--- config.mk ---
export PLATFORM = sky130hd
export DESIGN_NAME = preg_freelist_ctrl_flat
export DESIGN_NICKNAME = d
export VERILOG_FILES = /design/src/rtl/preg_freelist_if.sv /design/src/rtl/preg_freelist_ctrl.sv /design/src/flat_wrapper.sv
export SDC_FILE = /design/constraint.sdc
export NUM_CORES = 1
export LEC_CHECK = 0
export BUFFER_PORTS_ARGS = -buffer_cell sky130_fd_sc_hd__buf_2
export CAP_MARGIN = 20
export CORE_UTILIZATION = 25
export CTS_CLUSTER_DIAMETER = 100
export DETAILED_ROUTE_END_ITERATION = 6
export GPL_ROUTABILITY_DRIVEN = 0
export MAX_ROUTING_LAYER = met4
export PLACE_DENSITY = 0.45
export SYNTH_ARGS = -nofsm -noshare
export SYNTH_HDL_FRONTEND = slang
export SYNTH_SLANG_ARGS = --single-unit
--- constraint.sdc ---
create_clock -name clk -period 3.7 [get_ports clk]
set_input_delay 0.185 -clock clk [delete_from_list [all_inputs] [get_ports clk]]
set_output_delay 0.185 -clock clk [all_outputs]
set_load 0.005 [all_outputs]
--- src/rtl/preg_freelist_if.sv ---
// Rename-stage free-list bus: freed-preg returns in, free-queue write port and status out.
interface preg_freelist_if #(
    parameter int unsigned PREG_W = 7,
    parameter int unsigned CNT_W  = 8
);
    logic              sq_valid;
    logic [PREG_W-1:0] sq_preg;
    logic              sq_ready;
    logic              cm_valid;
    logic [PREG_W-1:0] cm_preg;
    logic              cm_ready;
    logic              fpq_full;
    logic              fpq_r_en;
    logic              fpq_w_en;
    logic [PREG_W-1:0] preg_in;
    logic              init_done;
    logic              rename_stall;
    logic [CNT_W-1:0]  free_count;

    modport master (
        output sq_valid, sq_preg, cm_valid, cm_preg, fpq_full, fpq_r_en,
        input  sq_ready, cm_ready, fpq_w_en, preg_in, init_done, rename_stall, free_count
    );

    modport slave (
        input  sq_valid, sq_preg, cm_valid, cm_preg, fpq_full, fpq_r_en,
        output sq_ready, cm_ready, fpq_w_en, preg_in, init_done, rename_stall, free_count
    );
endinterface

--- src/rtl/preg_freelist_ctrl.sv ---
// Free physical-register queue controller: seeds the queue after reset, then arbitrates
// squash/commit preg returns into its single write port and tracks the free count.
module preg_freelist_ctrl #(
    parameter int unsigned NUM_AREGS    = 32,
    parameter int unsigned NUM_PREGS    = 128,
    parameter int unsigned QUEUE_DEPTH  = 96,
    parameter int unsigned STARVE_LIMIT = 4
) (
    input logic             clk,
    input logic             rst,
    preg_freelist_if.slave  bus
);
    localparam int unsigned PregW = $clog2(NUM_PREGS);
    localparam int unsigned CntW  = $clog2(NUM_PREGS + 1);
    localparam int unsigned StW   = $clog2(STARVE_LIMIT + 1);

    typedef enum logic {StInitFill, StRun} state_e;

    state_e           state_q;
    logic [PregW-1:0] fill_ptr_q;
    logic [CntW-1:0]  free_count_q;
    logic [StW-1:0]   starve_q;

    logic run, fill_wr, starved, grant_sq, grant_cm, dec;

    assign run      = (state_q == StRun) && !rst;
    assign fill_wr  = (state_q == StInitFill) && !rst;
    assign starved  = (starve_q == StW'(STARVE_LIMIT));

    // Commit only beats squash once it has lost STARVE_LIMIT times in a row.
    assign grant_cm = run && !bus.fpq_full && bus.cm_valid && (starved || !bus.sq_valid);
    assign grant_sq = run && !bus.fpq_full && bus.sq_valid && !grant_cm;

    assign bus.sq_ready = grant_sq;
    assign bus.cm_ready = grant_cm;
    assign bus.preg_in  = fill_wr  ? fill_ptr_q  :
                          grant_cm ? bus.cm_preg : bus.sq_preg;
    // x0 is hardwired, so a returned preg 0 is accepted but dropped.
    assign bus.fpq_w_en = fill_wr
                        || (grant_cm && (bus.cm_preg != '0))
                        || (grant_sq && (bus.sq_preg != '0));

    assign bus.init_done    = (state_q == StRun);
    assign bus.rename_stall = (state_q != StRun);
    assign bus.free_count   = free_count_q;

    assign dec = bus.fpq_r_en && (free_count_q != '0);

    always_ff @(posedge clk) begin
        if (rst) begin
            state_q      <= StInitFill;
            fill_ptr_q   <= PregW'(NUM_AREGS);
            free_count_q <= '0;
            starve_q     <= '0;
        end else begin
            if (bus.fpq_w_en && !dec) begin
                if (free_count_q != CntW'(QUEUE_DEPTH)) free_count_q <= free_count_q + CntW'(1);
            end else if (dec && !bus.fpq_w_en) begin
                free_count_q <= free_count_q - CntW'(1);
            end

            if (state_q == StInitFill) begin
                fill_ptr_q <= fill_ptr_q + PregW'(1);
                if (fill_ptr_q == PregW'(NUM_PREGS - 1)) state_q <= StRun;
            end else begin
                if (grant_cm || !bus.cm_valid) begin
                    starve_q <= '0;
                end else if (grant_sq && !starved) begin
                    starve_q <= starve_q + StW'(1);
                end
            end
        end
    end
endmodule

--- src/flat_wrapper.sv ---
// flat-port wrapper written by rule: the top's interface ports become plain ports
module preg_freelist_ctrl_flat 
#(
    parameter int unsigned NUM_AREGS    = 32,
    parameter int unsigned NUM_PREGS    = 128,
    parameter int unsigned QUEUE_DEPTH  = 96,
    parameter int unsigned STARVE_LIMIT = 4
)
  (clk, rst, bus_sq_valid, bus_sq_preg, bus_cm_valid, bus_cm_preg, bus_fpq_full, bus_fpq_r_en, bus_sq_ready, bus_cm_ready, bus_fpq_w_en, bus_preg_in, bus_init_done, bus_rename_stall, bus_free_count);
  preg_freelist_if bus_i ();
  input logic clk;
  input logic rst;
  input wire logic [$bits(bus_i.sq_valid)-1:0] bus_sq_valid;
  input wire logic [$bits(bus_i.sq_preg)-1:0] bus_sq_preg;
  input wire logic [$bits(bus_i.cm_valid)-1:0] bus_cm_valid;
  input wire logic [$bits(bus_i.cm_preg)-1:0] bus_cm_preg;
  input wire logic [$bits(bus_i.fpq_full)-1:0] bus_fpq_full;
  input wire logic [$bits(bus_i.fpq_r_en)-1:0] bus_fpq_r_en;
  output wire logic [$bits(bus_i.sq_ready)-1:0] bus_sq_ready;
  output wire logic [$bits(bus_i.cm_ready)-1:0] bus_cm_ready;
  output wire logic [$bits(bus_i.fpq_w_en)-1:0] bus_fpq_w_en;
  output wire logic [$bits(bus_i.preg_in)-1:0] bus_preg_in;
  output wire logic [$bits(bus_i.init_done)-1:0] bus_init_done;
  output wire logic [$bits(bus_i.rename_stall)-1:0] bus_rename_stall;
  output wire logic [$bits(bus_i.free_count)-1:0] bus_free_count;
  assign bus_i.sq_valid = bus_sq_valid;
  assign bus_i.sq_preg = bus_sq_preg;
  assign bus_i.cm_valid = bus_cm_valid;
  assign bus_i.cm_preg = bus_cm_preg;
  assign bus_i.fpq_full = bus_fpq_full;
  assign bus_i.fpq_r_en = bus_fpq_r_en;
  assign bus_sq_ready = bus_i.sq_ready;
  assign bus_cm_ready = bus_i.cm_ready;
  assign bus_fpq_w_en = bus_i.fpq_w_en;
  assign bus_preg_in = bus_i.preg_in;
  assign bus_init_done = bus_i.init_done;
  assign bus_rename_stall = bus_i.rename_stall;
  assign bus_free_count = bus_i.free_count;
  preg_freelist_ctrl #(.NUM_AREGS(NUM_AREGS), .NUM_PREGS(NUM_PREGS), .QUEUE_DEPTH(QUEUE_DEPTH), .STARVE_LIMIT(STARVE_LIMIT)) u_core (.clk(clk), .rst(rst), .bus(bus_i));
endmodule
==> impl_metrics.json <==
{
  "fp.coreArea_um2": 5140,
  "path_common_cell": "ha_1",
  "cp_num_buf_inv": 2,
  "arrival_ns": 3.62,
  "synth_compound_area_share_pct": 14.18,
  "ff2ff_setup_slack_ns": 0.26,
  "finalWirelength_mm": 3.238,
  "slew_headroom_pct": 71.66,
  "via_count": 1301,
  "clock_latency_ns": 0.26,
  "slew_violations": 0,
  "cts-root-buf": "clkbuf_8",
  "port_buffers": 39,
  "dp_slack_ns": 0.2706,
  "yosys.area_share.simple_pct": 30.49,
  "synth_xor_area_share_pct": 7.136,
  "min_period_ns": 3.438,
  "rsz0062_at_grt": "no",
  "worst_pin_slew_ns": 0.4162,
  "reg2reg_from": "u_core.starve_q[0]",
  "holdWs_ns": 0.2283,
  "crit_path_end": "u_core.bus.free_count[7]",
  "cp-end-kind": "flop",
  "row_count": 26,
  "grt_max_degree": 22,
  "worstPathMaxFanout": 9,
  "synth_flop_cell": "dfxtp_1",
  "ys_seq_area_share_pct": 28.17,
  "cts_resized": 0,
  "io_pins": 40,
  "synth_area_um2": 1350,
  "finalSetupViolations": 0,
  "drtAntennaViolNets": 0,
  "finalNonFillerCells": 279,
  "fin_ws_ns": 0.2618,
  "finalCritPeriodShare_pct": 92.92,
  "grt_pass1_wl_mm": 5.333,
  "cpLargestDelayFamily": "compound AO/OA/AOI/OAI gates",
  "clk_path_buf_depth": 2,
  "mostFrequentLayoutCell": "buf_2",
  "synth_nets": 199,
  "syn_inst": 169,
  "routedWlPerCell_um": 11.61,
  "drtIter0Drc": 25,
  "postCtsHoldBufs": 0,
  "critical_path_class": "reg2reg",
  "hold_viol_final": 0,
  "cts_buffers": 3,
  "die_area_um2": 5698,
  "die_h_um": 75.49,
  "vdd_drop_max_mv": 0.1775,
  "rr_worst_depth": 15,
  "synth_fa_ha_area_share_pct": 9.824,
  "timing.setup.tns_ns": 0,
  "grtUsageTotal_pct": 12.44,
  "hpwl_mm": 2.578,
  "synth_area_per_cell_um2": 7.988,
  "die_w_um": 75.49,
  "cpPeakStageDelay_ns": 0.42,
  "final_cell_mix": "39 x buf_2, 27 x nor2_1, 24 x nand2_1",
  "ys_types": 40,
  "post_cts_buffers": 0,
  "grt_overflow": 0,
  "cp.depth": 15,
  "ys_ff_latch": 19,
  "outcome": "complete, no violations",
  "crit_start": "u_core.starve_q[0]",
  "required_ns": 3.88,
  "h-tree-depth": 1,
  "leakage_nw": 0.7481,
  "viasPerCell": 4.663,
  "dr.pass1.iters": 4,
  "power_density_nw_per_um2": 546.9,
  "ys.warnings.count": 0,
  "area_growth_pct": 23.54,
  "hold_class": "in2reg",
  "fillers": 593,
  "synth-edff-count": 0,
  "synthArstFlopShare_pct": 0,
  "clk_pin_slew_ns": 0.07,
  "clock.fmax_mhz": 290.8,
  "cts_tree": "built",
  "antenna_found_initial": 0,
  "grt_pass1_vias": 1224,
  "antennaDiodeCount": 0,
  "initial_core_util_pct": 26.27,
  "r2r_end": "u_core.bus.free_count[7]",
  "maxCapViolations": 0,
  "crit_chain": "inv_1, ha_1, a21boi_4, nor2_2, nand2_4, inv_4, a221o_2, nand2_1, ha_1, a21oi_1, o211ai_1, o41a_1, or3_1, and3b_1, nor3_2",
  "drive_gt1_share_pct": 25.84,
  "start_kind": "flop",
  "cts_sinks": 19,
  "layout.nets": 240,
  "synthMuxAreaShare_pct": 6.117,
  "crit_path_top_delay_cell": "a221o_2",
  "synth_top_family_by_area": "simple AND/OR/NAND/NOR gates",
  "post-place-cells": 275,
  "worst_clock_skew_ns": 0.005634,
  "drc": 0
}
[logic make-up after synthesis]
| kind of cell | count (synthesis) |
|---|---|
| AOI/OAI and AO/OA | 27 |
| xor gates and xnor gates | 11 |
| adders and majority gates | 10 |
| buffers and inverters | 12 |
| DFF | 19 |
| muxes | 7 |
| and+or+nand+nor | 83 |
[metal layers]
metal | GRT usage, % | share of wire [%]
met1 | 14.66 | 46
met2 | 22.22 | 51
met3 | 2.910 | 2.4
met4 | 1.235 | 0.25
met5 | - | 0
[flip-flops by register name, indices dropped and copies added, names as in the netlist]
signal / cells
u_core.bus.free_count: 8
u_core.bus.init_done: 1
u_core.fill_ptr_q: 7
u_core.starve_q: 3
[final cells by class]
cell class	count	area (µm²)	area share [%]
timing repair buffer	41	210.2	12.60
clock inverter	1	5.005	0.3001
inverter	7	28.78	1.725
tap	70	87.58	5.251
multi-input combinational	138	914.6	54.84
sequential	19	380.4	22.81
clock buffer	3	41.29	2.476
[worst min path at each step]
stage / start / endpoint / cells past startpoint / slack, ns
global route: bus_cm_valid / u_core.starve_q[1] / 3 / 0.24
CTS: bus_cm_valid / u_core.starve_q[1] / 3 / 0.22
detailed placement: u_core.starve_q[1] / u_core.starve_q[1] / 2 / 0.47
floorplan: bus_cm_valid / u_core.starve_q[1] / 2 / 0.34
finish: bus_cm_valid / u_core.starve_q[1] / 3 / 0.23
global placement: u_core.starve_q[1] / u_core.starve_q[1] / 2 / 0.47
[cells in the mapped netlist, types with 2 or more instances]
| library cell | number | area (µm²) |
|---|---|---|
| nor2_1 | 27 | 101.4 |
| nand2_1 | 24 | 90.09 |
| dfxtp_1 | 19 | 380.4 |
| ha_1 | 9 | 112.6 |
| a21oi_1 | 7 | 35.03 |
| a31oi_1 | 7 | 43.79 |
| xnor2_1 | 7 | 61.31 |
| inv_1 | 6 | 22.52 |
| mux2i_1 | 6 | 60.06 |
| nand3_1 | 5 | 25.02 |
| nor2b_1 | 5 | 31.28 |
| nor3_1 | 5 | 25.02 |
| clkbuf_1 | 4 | 15.01 |
| xor2_1 | 4 | 35.03 |
| nand4_1 | 3 | 18.77 |
| or4_1 | 3 | 22.52 |
| nor4_1 | 2 | 12.51 |
| o211ai_1 | 2 | 15.01 |
| o21ai_0 | 2 | 10.01 |
| or3b_1 | 2 | 17.52 |
[power by group]
group | leakage (nW) | switching, mW | internal (mW) | total, mW
clock | 0.0255 | 0.0708 | 0.0748 | 0.146
combinational | 0.567 | 0.241 | 0.237 | 0.478
sequential | 0.156 | 0.0460 | 0.243 | 0.289
total | 0.748 | 0.358 | 0.554 | 0.912
[through the flow]
stage,power [mW],util (%),instance area [µm²]
after floorplan,0.6506,-,1350
after global placement,0.7750,31.55,1622
after detailed placement,0.7725,31.55,1622
after CTS,0.9251,32.45,1668
after global routing,0.9944,32.45,1668
final,0.9121,32.45,1668
[worst min-delay path, delay by kind of cell]
family	cells	cell delay (ns)
buffers and inverters	1	0.11
AOI/OAI and AO/OA	1	0.06
and+or+nand+nor	1	0.07
Note: power is estimated with default switching activity, not from simulation.
